## src/rtl/mem_arbiter_if.sv

```systemverilog
// Bus bundle between the I-cache, the D-cache, the shared memory port and mem_arbiter.
// The master modport is the environment side (caches plus memory); the arbiter uses the slave modport.
interface mem_arbiter_if;
   logic        ic_req;
   logic [31:0] ic_addr;
   logic [31:0] ic_rdata;
   logic        ic_ready;
   logic        dc_rreq;
   logic        dc_wreq;
   logic [31:0] dc_addr;
   logic [31:0] dc_wdata;
   logic [31:0] dc_rdata;
   logic        dc_ready;
   logic        mem_re;
   logic        mem_we;
   logic [31:0] mem_addr;
   logic [31:0] mem_wdata;
   logic [31:0] mem_rdata;
   logic        mem_ready;

   modport master (
      output ic_req, ic_addr, dc_rreq, dc_wreq, dc_addr, dc_wdata, mem_rdata, mem_ready,
      input  ic_rdata, ic_ready, dc_rdata, dc_ready, mem_re, mem_we, mem_addr, mem_wdata
   );

   modport slave (
      input  ic_req, ic_addr, dc_rreq, dc_wreq, dc_addr, dc_wdata, mem_rdata, mem_ready,
      output ic_rdata, ic_ready, dc_rdata, dc_ready, mem_re, mem_we, mem_addr, mem_wdata
   );
endinterface

```

## src/rtl/mem_arbiter.sv

```systemverilog
// Two-master arbiter for the single memory port (I-cache refill vs D-cache read/write-back).
// Define MEM_ARB_RR_EN for round-robin contention; default is D-priority with an I-side starvation limit.
module mem_arbiter #(
   parameter int unsigned STARVE_LIMIT = 8
) (
   input  logic         cpu_clk,
   input  logic         reset,
   mem_arbiter_if.slave bus
);

   typedef enum logic [1:0] {
      IDLE   = 2'd0,
      GNT_IC = 2'd1,
      GNT_DC = 2'd2
   } state_t;

   state_t state;
   logic   dc_req;
   logic   pick_ic;

`ifdef MEM_ARB_RR_EN
   logic       last_ic;
`else
   logic [7:0] starve_cnt;
`endif

   assign dc_req = bus.dc_rreq | bus.dc_wreq;

   // Arbitration decision used only while IDLE
   always_comb begin
      pick_ic = 1'b0;
      if (bus.ic_req && !dc_req) begin
         pick_ic = 1'b1;
      end else if (bus.ic_req && dc_req) begin
`ifdef MEM_ARB_RR_EN
         pick_ic = ~last_ic;
`else
         pick_ic = (32'(starve_cnt) >= STARVE_LIMIT);
`endif
      end else begin
         pick_ic = 1'b0;
      end
   end

   // Grant state machine and fairness bookkeeping
   always_ff @(posedge cpu_clk) begin
      if (reset) begin
         state <= IDLE;
`ifdef MEM_ARB_RR_EN
         last_ic <= 1'b0;
`else
         starve_cnt <= 8'd0;
`endif
      end else begin
         case (state)
            IDLE: begin
               if (pick_ic) begin
                  state <= GNT_IC;
`ifdef MEM_ARB_RR_EN
                  last_ic <= 1'b1;
`else
                  starve_cnt <= 8'd0;
`endif
               end else if (dc_req) begin
                  state <= GNT_DC;
`ifdef MEM_ARB_RR_EN
                  last_ic <= 1'b0;
`else
                  // Counts D grants that made a waiting I request wait; saturates
                  if (bus.ic_req && (starve_cnt != 8'd255)) begin
                     starve_cnt <= starve_cnt + 8'd1;
                  end else begin
                     starve_cnt <= starve_cnt;
                  end
`endif
               end else begin
                  state <= IDLE;
               end
            end
            GNT_IC: begin
               if (bus.mem_ready || !bus.ic_req) begin
                  state <= IDLE;
               end else begin
                  state <= GNT_IC;
               end
            end
            GNT_DC: begin
               if (bus.mem_ready || !dc_req) begin
                  state <= IDLE;
               end else begin
                  state <= GNT_DC;
               end
            end
            default: begin
               state <= IDLE;
            end
         endcase
      end
   end

   // Route the granted requester onto the memory port
   always_comb begin
      bus.mem_re    = 1'b0;
      bus.mem_we    = 1'b0;
      bus.mem_addr  = 32'd0;
      bus.mem_wdata = 32'd0;
      bus.ic_ready  = 1'b0;
      bus.dc_ready  = 1'b0;
      case (state)
         GNT_IC: begin
            bus.mem_re   = bus.ic_req;
            bus.mem_addr = bus.ic_addr;
            bus.ic_ready = bus.mem_ready;
         end
         GNT_DC: begin
            // A simultaneous read and write request resolves to the write
            bus.mem_we    = bus.dc_wreq;
            bus.mem_re    = bus.dc_rreq & ~bus.dc_wreq;
            bus.mem_addr  = bus.dc_addr;
            bus.mem_wdata = bus.dc_wdata;
            bus.dc_ready  = bus.mem_ready;
         end
         default: begin
            bus.mem_re = 1'b0;
         end
      endcase
   end

   assign bus.ic_rdata = bus.mem_rdata;
   assign bus.dc_rdata = bus.mem_rdata;

endmodule

```

## src/flat_wrapper.sv

```systemverilog
// flat-port wrapper written by rule: the top's interface ports become plain ports
module mem_arbiter_flat 
#(
   parameter int unsigned STARVE_LIMIT = 8
)
  (cpu_clk, reset, bus_ic_req, bus_ic_addr, bus_dc_rreq, bus_dc_wreq, bus_dc_addr, bus_dc_wdata, bus_mem_rdata, bus_mem_ready, bus_ic_rdata, bus_ic_ready, bus_dc_rdata, bus_dc_ready, bus_mem_re, bus_mem_we, bus_mem_addr, bus_mem_wdata);
  mem_arbiter_if bus_i ();
  input  logic cpu_clk;
  input  logic reset;
  input wire logic [$bits(bus_i.ic_req)-1:0] bus_ic_req;
  input wire logic [$bits(bus_i.ic_addr)-1:0] bus_ic_addr;
  input wire logic [$bits(bus_i.dc_rreq)-1:0] bus_dc_rreq;
  input wire logic [$bits(bus_i.dc_wreq)-1:0] bus_dc_wreq;
  input wire logic [$bits(bus_i.dc_addr)-1:0] bus_dc_addr;
  input wire logic [$bits(bus_i.dc_wdata)-1:0] bus_dc_wdata;
  input wire logic [$bits(bus_i.mem_rdata)-1:0] bus_mem_rdata;
  input wire logic [$bits(bus_i.mem_ready)-1:0] bus_mem_ready;
  output wire logic [$bits(bus_i.ic_rdata)-1:0] bus_ic_rdata;
  output wire logic [$bits(bus_i.ic_ready)-1:0] bus_ic_ready;
  output wire logic [$bits(bus_i.dc_rdata)-1:0] bus_dc_rdata;
  output wire logic [$bits(bus_i.dc_ready)-1:0] bus_dc_ready;
  output wire logic [$bits(bus_i.mem_re)-1:0] bus_mem_re;
  output wire logic [$bits(bus_i.mem_we)-1:0] bus_mem_we;
  output wire logic [$bits(bus_i.mem_addr)-1:0] bus_mem_addr;
  output wire logic [$bits(bus_i.mem_wdata)-1:0] bus_mem_wdata;
  assign bus_i.ic_req = bus_ic_req;
  assign bus_i.ic_addr = bus_ic_addr;
  assign bus_i.dc_rreq = bus_dc_rreq;
  assign bus_i.dc_wreq = bus_dc_wreq;
  assign bus_i.dc_addr = bus_dc_addr;
  assign bus_i.dc_wdata = bus_dc_wdata;
  assign bus_i.mem_rdata = bus_mem_rdata;
  assign bus_i.mem_ready = bus_mem_ready;
  assign bus_ic_rdata = bus_i.ic_rdata;
  assign bus_ic_ready = bus_i.ic_ready;
  assign bus_dc_rdata = bus_i.dc_rdata;
  assign bus_dc_ready = bus_i.dc_ready;
  assign bus_mem_re = bus_i.mem_re;
  assign bus_mem_we = bus_i.mem_we;
  assign bus_mem_addr = bus_i.mem_addr;
  assign bus_mem_wdata = bus_i.mem_wdata;
  mem_arbiter #(.STARVE_LIMIT(STARVE_LIMIT)) u_core (.cpu_clk(cpu_clk), .reset(reset), .bus(bus_i));
endmodule
```

## config.mk

```make
export PLATFORM = sky130hd
export DESIGN_NAME = mem_arbiter_flat
export DESIGN_NICKNAME = d
export VERILOG_FILES = /design/src/rtl/mem_arbiter_if.sv /design/src/rtl/mem_arbiter.sv /design/src/flat_wrapper.sv
export SDC_FILE = /design/constraint.sdc
export NUM_CORES = 1
export LEC_CHECK = 0
export BUFFER_PORTS_ARGS = -buffer_cell sky130_fd_sc_hd__buf_2
export CAP_MARGIN = 20
export CORE_AREA = 2 2 103 105
export DETAILED_ROUTE_END_ITERATION = 12
export DIE_AREA = 0 0 105 107
export PLACE_DENSITY_LB_ADDON = 0.1
export REMOVE_ABC_BUFFERS = 1
export SLEW_MARGIN = 30
export SYNTH_ARGS = -nofsm -noshare
export SYNTH_HDL_FRONTEND = slang
export SYNTH_SLANG_ARGS = --single-unit
export TNS_END_PERCENT = 5
```

## constraint.sdc

```tcl
create_clock -name cpu_clk -period 4 [get_ports cpu_clk]
set_input_delay 0.8 -clock cpu_clk [delete_from_list [all_inputs] [get_ports cpu_clk]]
set_output_delay 0.8 -clock cpu_clk [all_outputs]
set_load 0.02 [all_outputs]
```

==> results of run 1 <==
flip-flops by register name (all words and copies together), names as in the netlist:
register and cells:
u_core.starve_cnt 8, u_core.state 2
final cells by class:
class / count / area, um^2 / share of cell area (%)
timing repair buffer: 171 / 860.8 / 37.80
antenna: 1 / 2.502 / 0.1099
inverter: 5 / 18.77 / 0.8242
tap: 136 / 170.2 / 7.473
clock buffer: 3 / 41.29 / 1.813
multi-input combinational: 143 / 983.4 / 43.19
sequential: 10 / 200.2 / 8.791
kinds of logic (layout without fill, tap and decap cells):
logic type,count (synthesis),count (layout),share of synthesized area [%]
other,0,1,0
AO/OA/AOI/OAI,45,45,19.05
buffers and inverters,84,179,32.13
flip-flops,10,10,11.50
AND/OR/NAND/NOR,91,91,32.50
XOR/XNOR,1,1,0.5033
adder cells (fa/ha/maj),6,6,4.313
metrics by stage:
stage	hold slack, ns	setup slack, ns	utilization, %	cells
6_report	0.4849	1.140	22.56	469
5_1_grt	0.5154	0.9289	22.54	468
4_1_cts	0.4910	1.097	22.54	468
3_5_place_dp	0.4845	1.354	22.13	465
3_3_place_gp	0.4861	1.396	22.13	465
2_1_floorplan	0.4515	1.211	-	158
worst max path at each step:
stage,startpoint,endpoint,slack [ns]
floorplan,u_core.state[0],bus_mem_addr[12],1.21
global placement,u_core.state[0],bus_mem_addr[28],1.40
detailed placement,u_core.state[0],bus_mem_addr[28],1.35
CTS,u_core.state[0],bus_mem_addr[28],1.10
global route,u_core.state[0],bus_mem_addr[0],0.93
finish,u_core.state[0],bus_mem_wdata[14],1.14
tightest hold or removal path, stage by stage (launching register included):
cell	delay, ns
sky130_fd_sc_hd__dfxtp_1	0.33
sky130_fd_sc_hd__nand2_1	0.06
sky130_fd_sc_hd__a21oi_1	0.05
per-layer routing:
layer  GRT usage, %  part of all wire (%)  vias up
met2          29.78                    40      234
met1          21.66                    37      929
met4          1.905                  0.80        2
li1               -                     -      927
met3          21.64                    22        8
met5          1.429                  0.11        -
cells in the mapped netlist (3+ instances only):
cell type	count
sky130_fd_sc_hd__ha_1	6
sky130_fd_sc_hd__clkbuf_1	11
sky130_fd_sc_hd__nor3_1	4
sky130_fd_sc_hd__and2_1	37
sky130_fd_sc_hd__nand2_1	5
sky130_fd_sc_hd__nor2b_1	33
sky130_fd_sc_hd__nor2_1	3
sky130_fd_sc_hd__a21oi_1	4
sky130_fd_sc_hd__dfxtp_1	10
sky130_fd_sc_hd__inv_1	5
sky130_fd_sc_hd__a22oi_1	32
sky130_fd_sc_hd__buf_4	64
sky130_fd_sc_hd__nand4_1	3
sky130_fd_sc_hd__buf_2	3
where the power goes:
part	switching (mW)	internal [mW]
Sequential	0.00242	0.103
Combinational	0.141	0.100
Clock	0.0379	0.0658
Total	0.181	0.268
==> summary.md, run 1 <==
| Metric | Value |
|---|---|
| Outcome | completed |
| Count of instances resized after the clock tree is built | 0 |
| CTS Hold Bufs | 0 |
| Cells on worst reg2reg path | 6 |
| Final number of max-transition violations | 0 |
| Cell with the largest stage delay on the worst path | sky130_fd_sc_hd__ha_2 |
| Min-delay src | u_core.starve_cnt[1] |
| Prevailing post-synth register cell | sky130_fd_sc_hd__dfxtp_1 |
| Post-CTS setup buffer count | 0 |
| Final Cell Area | 2277 um^2 |
| Number of buffers inserted during clock tree synthesis | 3 |
| Full die area | 11240 um^2 |
| Capture instance of the worst register-to-register path | u_core.state[1] |
| Final count of negative-setup-slack endpoints | 0 |
| Classification of the worst-slack hold path | reg -> reg |
| Gate family responsible for the most delay along the worst path | buffers and inverters |
| Biggest area consumer among synthesized cells | sky130_fd_sc_hd__buf_4 |
| Root cell of the clock tree | sky130_fd_sc_hd__clkbuf_8 |
| Actual slew at the worst max-slew pin | 0.8939 ns |
| Iteration-0 DRC Markers | 164 |
| Maximum capacitance violations | 0 |
| Portion of synthesized cell area occupied by the leading cell type | 27.61% |
| Power density relative to cell area | 197.4 nW/um^2 |
| Worst IR Drop VDD | 0.1429 mV |
| Gpl congestion | 0.8425 |
| Detailed-route wire length per cell | 25.93 um |
| Clk_lat worst skew | 0.23 ns |
| Share of cells above drive strength 1 | 53.92% |
| Number of H-tree levels | 1 |
| Number of flops mapped to enable cells by yosys | 0 |
| Fin crit share | 71.50% |
| CTS tree | built |
| Avg Vias per Cell | 4.478 |
| RR Startpoint | u_core.state[0] |
| Worst rel slew slack | 40.41% |
| Highest attainable clock frequency | 349.6 MHz |
| Horizontal die dimension | 105 um |
| Total power draw | 449.5 uW |
| Number of nets in the layout | 474 |
| Total placed instance area | 2233 um^2 |
| Crit start category | register |
| Final clock skew | 0.005982 ns |
| DRC violation count after routing | 0 |
| Count of standard-cell rows | 37 |
| Port Buffer Count | 169 |
| I/O pins | 266 |
| Pin count of the biggest net entering global routing | 41 |
| Most common cell after layout, fill and taps aside | sky130_fd_sc_hd__buf_2 |
| Endpoint of the worst hold-timing path | u_core.starve_cnt[1] |
| Global-route wire length before repair | 16.30 mm |
| Worst EP required | 3.20 ns |
| Average footprint of a synthesized cell | 7.344 um^2 |
| Crit path buffers/inverters | 3 |
| Worst setup path category | reg -> out |
| Die Span Y | 107 um |
| Clock Pin Slew Worst Setup and Hold Paths | 0.05 ns |
| Initial antenna violation count | 3 |
| Cell depth of the worst hold path | 2 |
| Leading cell types by total area after synthesis | sky130_fd_sc_hd__buf_4 (28%), sky130_fd_sc_hd__a22oi_1 (14%), sky130_fd_sc_hd__and2_1 (13%), sky130_fd_sc_hd__nor2b_1 (12%), sky130_fd_sc_hd__dfxtp_1 (12%) |
| Number of detailed-routing iterations run before antenna repair | 4 |
| Leading cell types in the layout, fill and taps excluded | sky130_fd_sc_hd__buf_2 (169), sky130_fd_sc_hd__and2_1 (37), sky130_fd_sc_hd__nor2b_1 (33), sky130_fd_sc_hd__a22oi_1 (32), sky130_fd_sc_hd__dfxtp_1 (10) |
| Std-Cell Core Area | 10090 um^2 |
| Crit path depth | 5 |
| Number of sinks driven by the clock tree | 10 |
| Routed wire length | 12.16 mm |
| Fraction of the yosys area taken by sequential cells | 11.50% |
| Sequence of cells on the critical path | inv_1 > ha_2 > buf_4 > and2_1 > buf_2 |
| CP endpoint kind | output port |
| Yosys warning total | 0 |
| Fraction of synthesis flops using an asynchronous set or reset pin | 0% |
| Hold Vio Cnt, Final | 0 |
| Final critical path time including I/O delays and setup | 2.860 ns |
| Initial core utilization | 17.25% |
| Peak fanout along the critical path | 40 |
| GRT Util Overall | 20.70% |
| Placed wire-length estimate | 10.50 mm |
| Routed via count | 2100 |
| Via count of the first global-routing pass | 2038 |
| Worst reg2reg setup slack | 2.03 ns |
| Cells after Synth | 237 |
| Crit path DAT | 2.06 ns |
| Longest Clk Path Bufs | 2 |
| Delay of the slowest cell on the worst path | 0.56 ns |
| Area grow syn2layout | 30.84% |
| Netlist area before placement | 1740 um^2 |
| Setup repair after global routing missed its margin | no |
| Grt total ovfl | 0 |
| Flop and latch count out of synthesis | 10 |
| Setup Total Neg Slack | 0 ns |
| Static leakage | 1.184 nW |
| Antenna violation net count after detailed routing | 0 |
| Fill cell total of the finished layout | 1186 |
| Yosys cell types | 30 |
Note: power is estimated with default switching activity, not from simulation.
==> run 2, diff against run 1 <==
Clock period 4 ns to 3 ns, I/O delays scaled along.
==> summary.md, run 2 (synthesis gave the netlist of run 1 again) <==
| Metric | Value |
|---|---|
| Peak fanout along the critical path | 34 (-15%) |
| Number of buffers inserted during clock tree synthesis | 3 (unchanged) |
| Post-CTS setup buffer count | 0 (unchanged) |
| Full die area | 11240 um^2 (unchanged) |
| Register ranked first by flip-flop count | u_core.starve_cnt |
| Grt total ovfl | 0 (unchanged) |
| Routed via count | 2035 (-3.1%) |
| Clk_lat worst skew | 0.23 ns (about the same) |
| Longest Clk Path Bufs | 2 (unchanged) |
| Final clock skew | 0.0006968 ns (-0.005285 ns) |
| Power density relative to cell area | 270.3 nW/um^2 (+37%) |
| Initial antenna violation count | 2 (-1) |
| Gpl congestion | 0.8465 (+0.47%) |
| Worst IR Drop VDD | 0.1906 mV (+33%) |
| CTS tree | built |
| Std-Cell Core Area | 10090 um^2 (unchanged) |
| Sequence of cells on the critical path | inv_1 > ha_2 > buf_4 > and2_1 > buf_2 |
| Actual slew at the worst max-slew pin | 0.5244 ns (-0.3695 ns) |
| Setup Total Neg Slack | 0 ns (unchanged) |
| CP endpoint kind | output port |
| Outcome | completed |
| Final critical path time including I/O delays and setup | 2.440 ns |
| Global routing usage on met1 | 23.22% (+1.6 points) |
| Area grow syn2layout | 33.50% |
| Maximum capacitance violations | 0 (unchanged) |
| Most common cell after layout, fill and taps aside | sky130_fd_sc_hd__buf_2 |
| Number of flip-flops under the largest register name | 8 (unchanged) |
| GRT Util Overall | 20.31% (-0.39 points) |
| Port Buffer Count | 169 (unchanged) |
| Count of instances resized after the clock tree is built | 0 (unchanged) |
| Utilization of the core after routing | 23.02% (+0.46 points) |
| Crit path DAT | 1.84 ns (-0.22 ns) |
| Share of cells above drive strength 1 | 54.33% (+0.41 points) |
| Number of detailed-routing iterations run before antenna repair | 4 (unchanged) |
| Placed wire-length estimate | 10.41 mm (-0.91%) |
| Number of H-tree levels | 1 (unchanged) |
| Global-route wire length before repair | 16.02 mm (-1.7%) |
| Horizontal die dimension | 105 um (unchanged) |
| Clock Pin Slew Worst Setup and Hold Paths | 0.05 ns (about the same) |
| Met3 Usage GRT | 16.72% (-4.9 points) |
| Highest attainable clock frequency | 409.9 MHz |
| Detailed-route wire length per cell | 24.97 um (-3.7%) |
| Leading cell types in the layout, fill and taps excluded | sky130_fd_sc_hd__buf_2 (169), sky130_fd_sc_hd__and2_1 (37), sky130_fd_sc_hd__nor2b_1 (33), sky130_fd_sc_hd__a22oi_1 (32), sky130_fd_sc_hd__dfxtp_1 (10) |
| Setup repair after global routing missed its margin | no |
| Cell with the largest stage delay on the worst path | sky130_fd_sc_hd__ha_2 |
| Worst EP required | 2.40 ns (-0.80 ns) |
| Antenna violation net count after detailed routing | 0 (unchanged) |
| Final count of negative-setup-slack endpoints | 0 (unchanged) |
| CTS Hold Bufs | 0 (unchanged) |
| Count of standard-cell rows | 37 (unchanged) |
| GR peak layer | met2 |
| Static leakage | 1.204 nW (+1.7%) |
| Final number of max-transition violations | 0 (unchanged) |
| Fill cell total of the finished layout | 1188 (+0.17%) |
| Gate family responsible for the most delay along the worst path | buffers and inverters |
| Worst rel slew slack | 65.04% (+25 points) |
| Crit start category | register |
| Pin count of the biggest net entering global routing | 35 (-15%) |
| Root cell of the clock tree | sky130_fd_sc_hd__clkbuf_8 |
| Fin crit share | 81.32% |
| Registers with the most flip-flops | u_core.starve_cnt (8), u_core.state (2) |
| Classification of the worst-slack hold path | reg -> reg |
| Delay of the slowest cell on the worst path | 0.45 ns (-0.11 ns) |
| I/O pins | 266 (unchanged) |
| Hold Vio Cnt, Final | 0 (unchanged) |
| Number of sinks driven by the clock tree | 10 (unchanged) |
| Routed wire length | 11.84 mm (-2.6%) |
| Via count of the first global-routing pass | 2128 (+4.4%) |
| Crit path buffers/inverters | 3 (unchanged) |
| Worst setup path category | reg -> out |
| Avg Vias per Cell | 4.293 (-4.1%) |
| Met2 global-route usage | 28.99% (-0.79 points) |
| Number of nets in the layout | 476 (+0.42%) |
| Die Span Y | 107 um (unchanged) |
| DRC violation count after routing | 0 (unchanged) |
| Initial core utilization | 17.25% (unchanged) |
| Iteration-0 DRC Markers | 139 (-15%) |
## run 2: changes by cell type in the layout (fill, tap and decap cells not counted), sizes merged
cell / delta
buf: +2
clkbuf: +1
diode: +2
## run 2: area by class of cell
| class | instances | area (um^2) | area share (%) |
|---|---|---|---|
| sequential | 10 | 200.2 | 8.616 |
| multi-input combinational | 143 | 983.4 | 42.33 |
| tap | 136 | 170.2 | 7.324 |
| timing repair buffer | 173 | 888.4 | 38.23 |
| inverter | 5 | 18.77 | 0.8078 |
| antenna | 3 | 7.507 | 0.3231 |
| clock buffer | 4 | 55.05 | 2.369 |
## run 2: worst register-to-register path: stages, from the launching register on
cell,delay [ns]
sky130_fd_sc_hd__dfxtp_1,0.32
sky130_fd_sc_hd__inv_1,0.08
sky130_fd_sc_hd__ha_1,0.27
sky130_fd_sc_hd__nand2_1,0.13
sky130_fd_sc_hd__a21oi_1,0.44
sky130_fd_sc_hd__o21a_1,0.20
## run 2: power breakdown
group	internal, mW	leakage (nW)	total [mW]	switching, mW
clock	0.115	0.0288	0.168	0.0529
combinational	0.136	1.09	0.320	0.183
sequential	0.137	0.0811	0.140	0.00315
total	0.388	1.20	0.628	0.239
## run 2: routing by layer
layer	vias to the layer above	share of wire (%)
li1	932	-
met1	868	39
met2	225	40
met3	8	19
met4	2	2.0
met5	-	0.084
## run 2: per-stage QoR
stage / cells / hold slack (ns) / power, mW / area, um^2 / setup WS [ns]
final: 474 / 0.4926 / 0.6279 / 2323 / 0.5604
after global routing: 471 / 0.5419 / 0.6733 / 2316 / 0.4149
after CTS: 471 / 0.5019 / 0.6372 / 2316 / 0.5018
after detailed placement: 467 / 0.4912 / 0.4625 / 2261 / 0.7629
after global placement: 467 / 0.4878 / 0.4628 / 2261 / 0.7899
after floorplan: 158 / 0.4515 / 0.3042 / 1200 / 0.4107
## run 2: path summary, 6_finish.rpt
kind	cells past startpoint	slack, ns	start	endpoint
setup / recovery	5	0.56	u_core.state[0]	bus_mem_wdata[9]
hold / removal	2	0.49	u_core.starve_cnt[0]	u_core.starve_cnt[0]
setup reg to reg	5	1.50	u_core.state[0]	u_core.state[0]
hold reg to reg	2	0.49	u_core.starve_cnt[0]	u_core.starve_cnt[0]
==> run 3, diff against run 2 <==
Clock period 3 ns to 2.29 ns, I/O delays scaled along.
==> summary.md, run 3 (synthesis gave the netlist of run 1 again) <==
| Metric | Value |
|---|---|
| Registers with the most flip-flops | u_core.starve_cnt (8), u_core.state (2) |
| Delay of the slowest cell on the worst path | 0.33 ns (-0.12 ns) |
| Sequence of cells on the critical path | inv_1 > ha_2 > buf_4 > a22oi_1 > nor2b_1 > buf_2 |
| Antenna cells | 0 (-3) |
| Static leakage | 1.212 nW (+0.63%) |
| Total placed instance area | 2281 um^2 (+0.89%) |
| Classification of the worst-slack hold path | reg -> reg |
| GRT Util Overall | 20.24% (-0.062 points) |
| Clk_lat worst skew | 0.23 ns (about the same) |
| Leading cell types in the layout, fill and taps excluded | sky130_fd_sc_hd__buf_2 (169), sky130_fd_sc_hd__and2_1 (37), sky130_fd_sc_hd__nor2b_1 (33), sky130_fd_sc_hd__a22oi_1 (32), sky130_fd_sc_hd__dfxtp_1 (10) |
| Worst reg2reg setup slack | 0.75 ns (-0.75 ns) |
| Full die area | 11240 um^2 (unchanged) |
| Count of standard-cell rows | 37 (unchanged) |
| Number of H-tree levels | 1 (unchanged) |
| Final clock skew | 0.002265 ns (+0.001568 ns) |
| Routed via count | 2084 (+2.4%) |
| Longest Clk Path Bufs | 2 (unchanged) |
| Peak fanout along the critical path | 34 (unchanged) |
| Endpoint of the worst hold-timing path | u_core.starve_cnt[1] |
| Via count of the first global-routing pass | 2111 (-0.80%) |
| Total power draw | 844.4 uW (+34%) |
| DRC violation count after routing | 0 (unchanged) |
| Cell depth of the worst hold path | 2 (unchanged) |
| Final count of negative-setup-slack endpoints | 0 (unchanged) |
| Number of flip-flops under the largest register name | 8 (unchanged) |
| Initial antenna violation count | 1 (-1) |
| Cell with the largest stage delay on the worst path | sky130_fd_sc_hd__dfxtp_1 |
| Port Buffer Count | 169 (unchanged) |
| Actual slew at the worst max-slew pin | 0.6135 ns (+0.08911 ns) |
| Fill cell total of the finished layout | 1173 (-1.3%) |
| Most common cell after layout, fill and taps aside | sky130_fd_sc_hd__buf_2 |
| Clock Pin Slew Worst Setup and Hold Paths | 0.05 ns (about the same) |
| Initial core utilization | 17.25% (unchanged) |
| CTS tree | built |
| Utilization of the core after routing | 23.17% (+0.15 points) |
| Worst EP required | 1.83 ns (-0.57 ns) |
| Placed wire-length estimate | 10.47 mm (+0.62%) |
| Maximum capacitance violations | 0 (unchanged) |
| Grt total ovfl | 0 (unchanged) |
| Area grow syn2layout | 34.36% |
| Min-delay src | u_core.starve_cnt[1] |
| Number of nets in the layout | 477 (+0.21%) |
| Avg Vias per Cell | 4.415 (+2.8%) |
| Outcome | completed |
| Final number of max-transition violations | 0 (unchanged) |
| Horizontal die dimension | 105 um (unchanged) |
| Power density relative to cell area | 361.1 nW/um^2 (+34%) |
| Std-Cell Core Area | 10090 um^2 (unchanged) |
| Worst IR Drop VDD | 0.3154 mV (+65%) |
| Capture instance of the worst register-to-register path | u_core.state[0] |
| Worst setup path category | reg -> out |
| Crit start category | register |
| Number of detailed-routing iterations run before antenna repair | 4 (unchanged) |
| Die Span Y | 107 um (unchanged) |
| Number of buffers inserted during clock tree synthesis | 3 (unchanged) |
| Routed wire length | 11.90 mm (+0.54%) |
| Crit path buffers/inverters | 3 (unchanged) |
| Crit path DAT | 1.69 ns (-0.15 ns) |
| Gpl congestion | 0.7983 (-5.7%) |
| Root cell of the clock tree | sky130_fd_sc_hd__clkbuf_8 |
| Fin crit share | 93.62% |
| Detailed-route wire length per cell | 25.22 um (+0.97%) |
| Number of sinks driven by the clock tree | 10 (unchanged) |
| Cells on worst reg2reg path | 5 (unchanged) |
| Iteration-0 DRC Markers | 239 (+72%) |
| CP endpoint kind | output port |
| Global-route wire length before repair | 16.08 mm (+0.35%) |
| Hold Vio Cnt, Final | 0 (unchanged) |
| Highest attainable clock frequency | 466.4 MHz |
| Final Cell Area | 2338 um^2 (+0.65%) |
| Register ranked first by flip-flop count | u_core.starve_cnt |
| Pin count of the biggest net entering global routing | 35 (unchanged) |
| I/O pins | 266 (unchanged) |
| RR Startpoint | u_core.state[0] |
| Antenna violation net count after detailed routing | 0 (unchanged) |
| Worst rel slew slack | 59.10% (-5.9 points) |
| Share of cells above drive strength 1 | 54.76% (+0.43 points) |
| Gate family responsible for the most delay along the worst path | buffers and inverters |
| Final critical path time including I/O delays and setup | 2.144 ns |
[run 3: changes by cell type in the layout (fill, tap and decap cells not counted), sizes merged]
cell and delta:
diode -3, buf +1
[run 3: per-stage QoR]
step	worst slack, ns	hold slack (ns)	setup TNS (ns)	std cells
after floorplan	-0.1573	0.4515	-3.182	158
after global placement	0.3783	0.4855	0	468
after detailed placement	0.3819	0.4862	0	468
after CTS	0.1213	0.4948	0	472
after global routing	-0.002234	0.5083	-0.002234	472
final	0.1461	0.4951	0	472
[run 3: worst register-to-register path, cell delays in order, from the launching register on]
cell	delay [ns]
sky130_fd_sc_hd__dfxtp_1	0.33
sky130_fd_sc_hd__inv_1	0.09
sky130_fd_sc_hd__ha_2	0.24
sky130_fd_sc_hd__nand2_1	0.11
sky130_fd_sc_hd__a21oi_1	0.50
sky130_fd_sc_hd__o21a_1	0.22
[run 3: what timing repair did]
item / in CTS / in global routing
endpoints found under the setup margin: 0 / 1
buffers inserted: 0 / 0
hold buffers: 0 / 0
resized for setup: 0 / 1
[run 3: report_power, final]
part / leakage, nW / internal [mW] / switching, mW / total [mW]
Combinational: 1.10 / 0.188 / 0.249 / 0.436
Clock: 0.0288 / 0.152 / 0.0734 / 0.225
Sequential: 0.0811 / 0.179 / 0.00436 / 0.183
[run 3: final cells by class]
cell class / instances / area [um^2] / area share [%]
multi-input cells: 143 / 985.9 / 42.16
repair buffers: 174 / 908.4 / 38.84
flip-flops and latches: 10 / 200.2 / 8.561
well taps: 136 / 170.2 / 7.277
clock buffers: 4 / 55.05 / 2.354
inverters: 5 / 18.77 / 0.8026
[run 3: layer usage]
layer  vias to the layer above  wire [um]  track usage (%)
li1                        931          -                -
met1                       917       4582            22.71
met2                       224       4820            29.87
met3                         8       2344            17.39
met4                         4         85            1.429
met5                         -         69            5.714
[run 3: how the worst max path moves through the flow]
stage                          startpoint               end  slack, ns  cells past startpoint
after floorplan           u_core.state[0]  bus_mem_addr[12]      -0.16                      4
after global placement    u_core.state[0]  bus_mem_addr[11]       0.38                      6
after detailed placement  u_core.state[0]  bus_mem_addr[26]       0.38                      6
after CTS                 u_core.state[0]  bus_mem_addr[26]       0.12                      6
after global routing      u_core.state[0]   bus_mem_addr[7]     -0.002                      6
final                     u_core.state[0]   bus_mem_addr[7]       0.15                      6
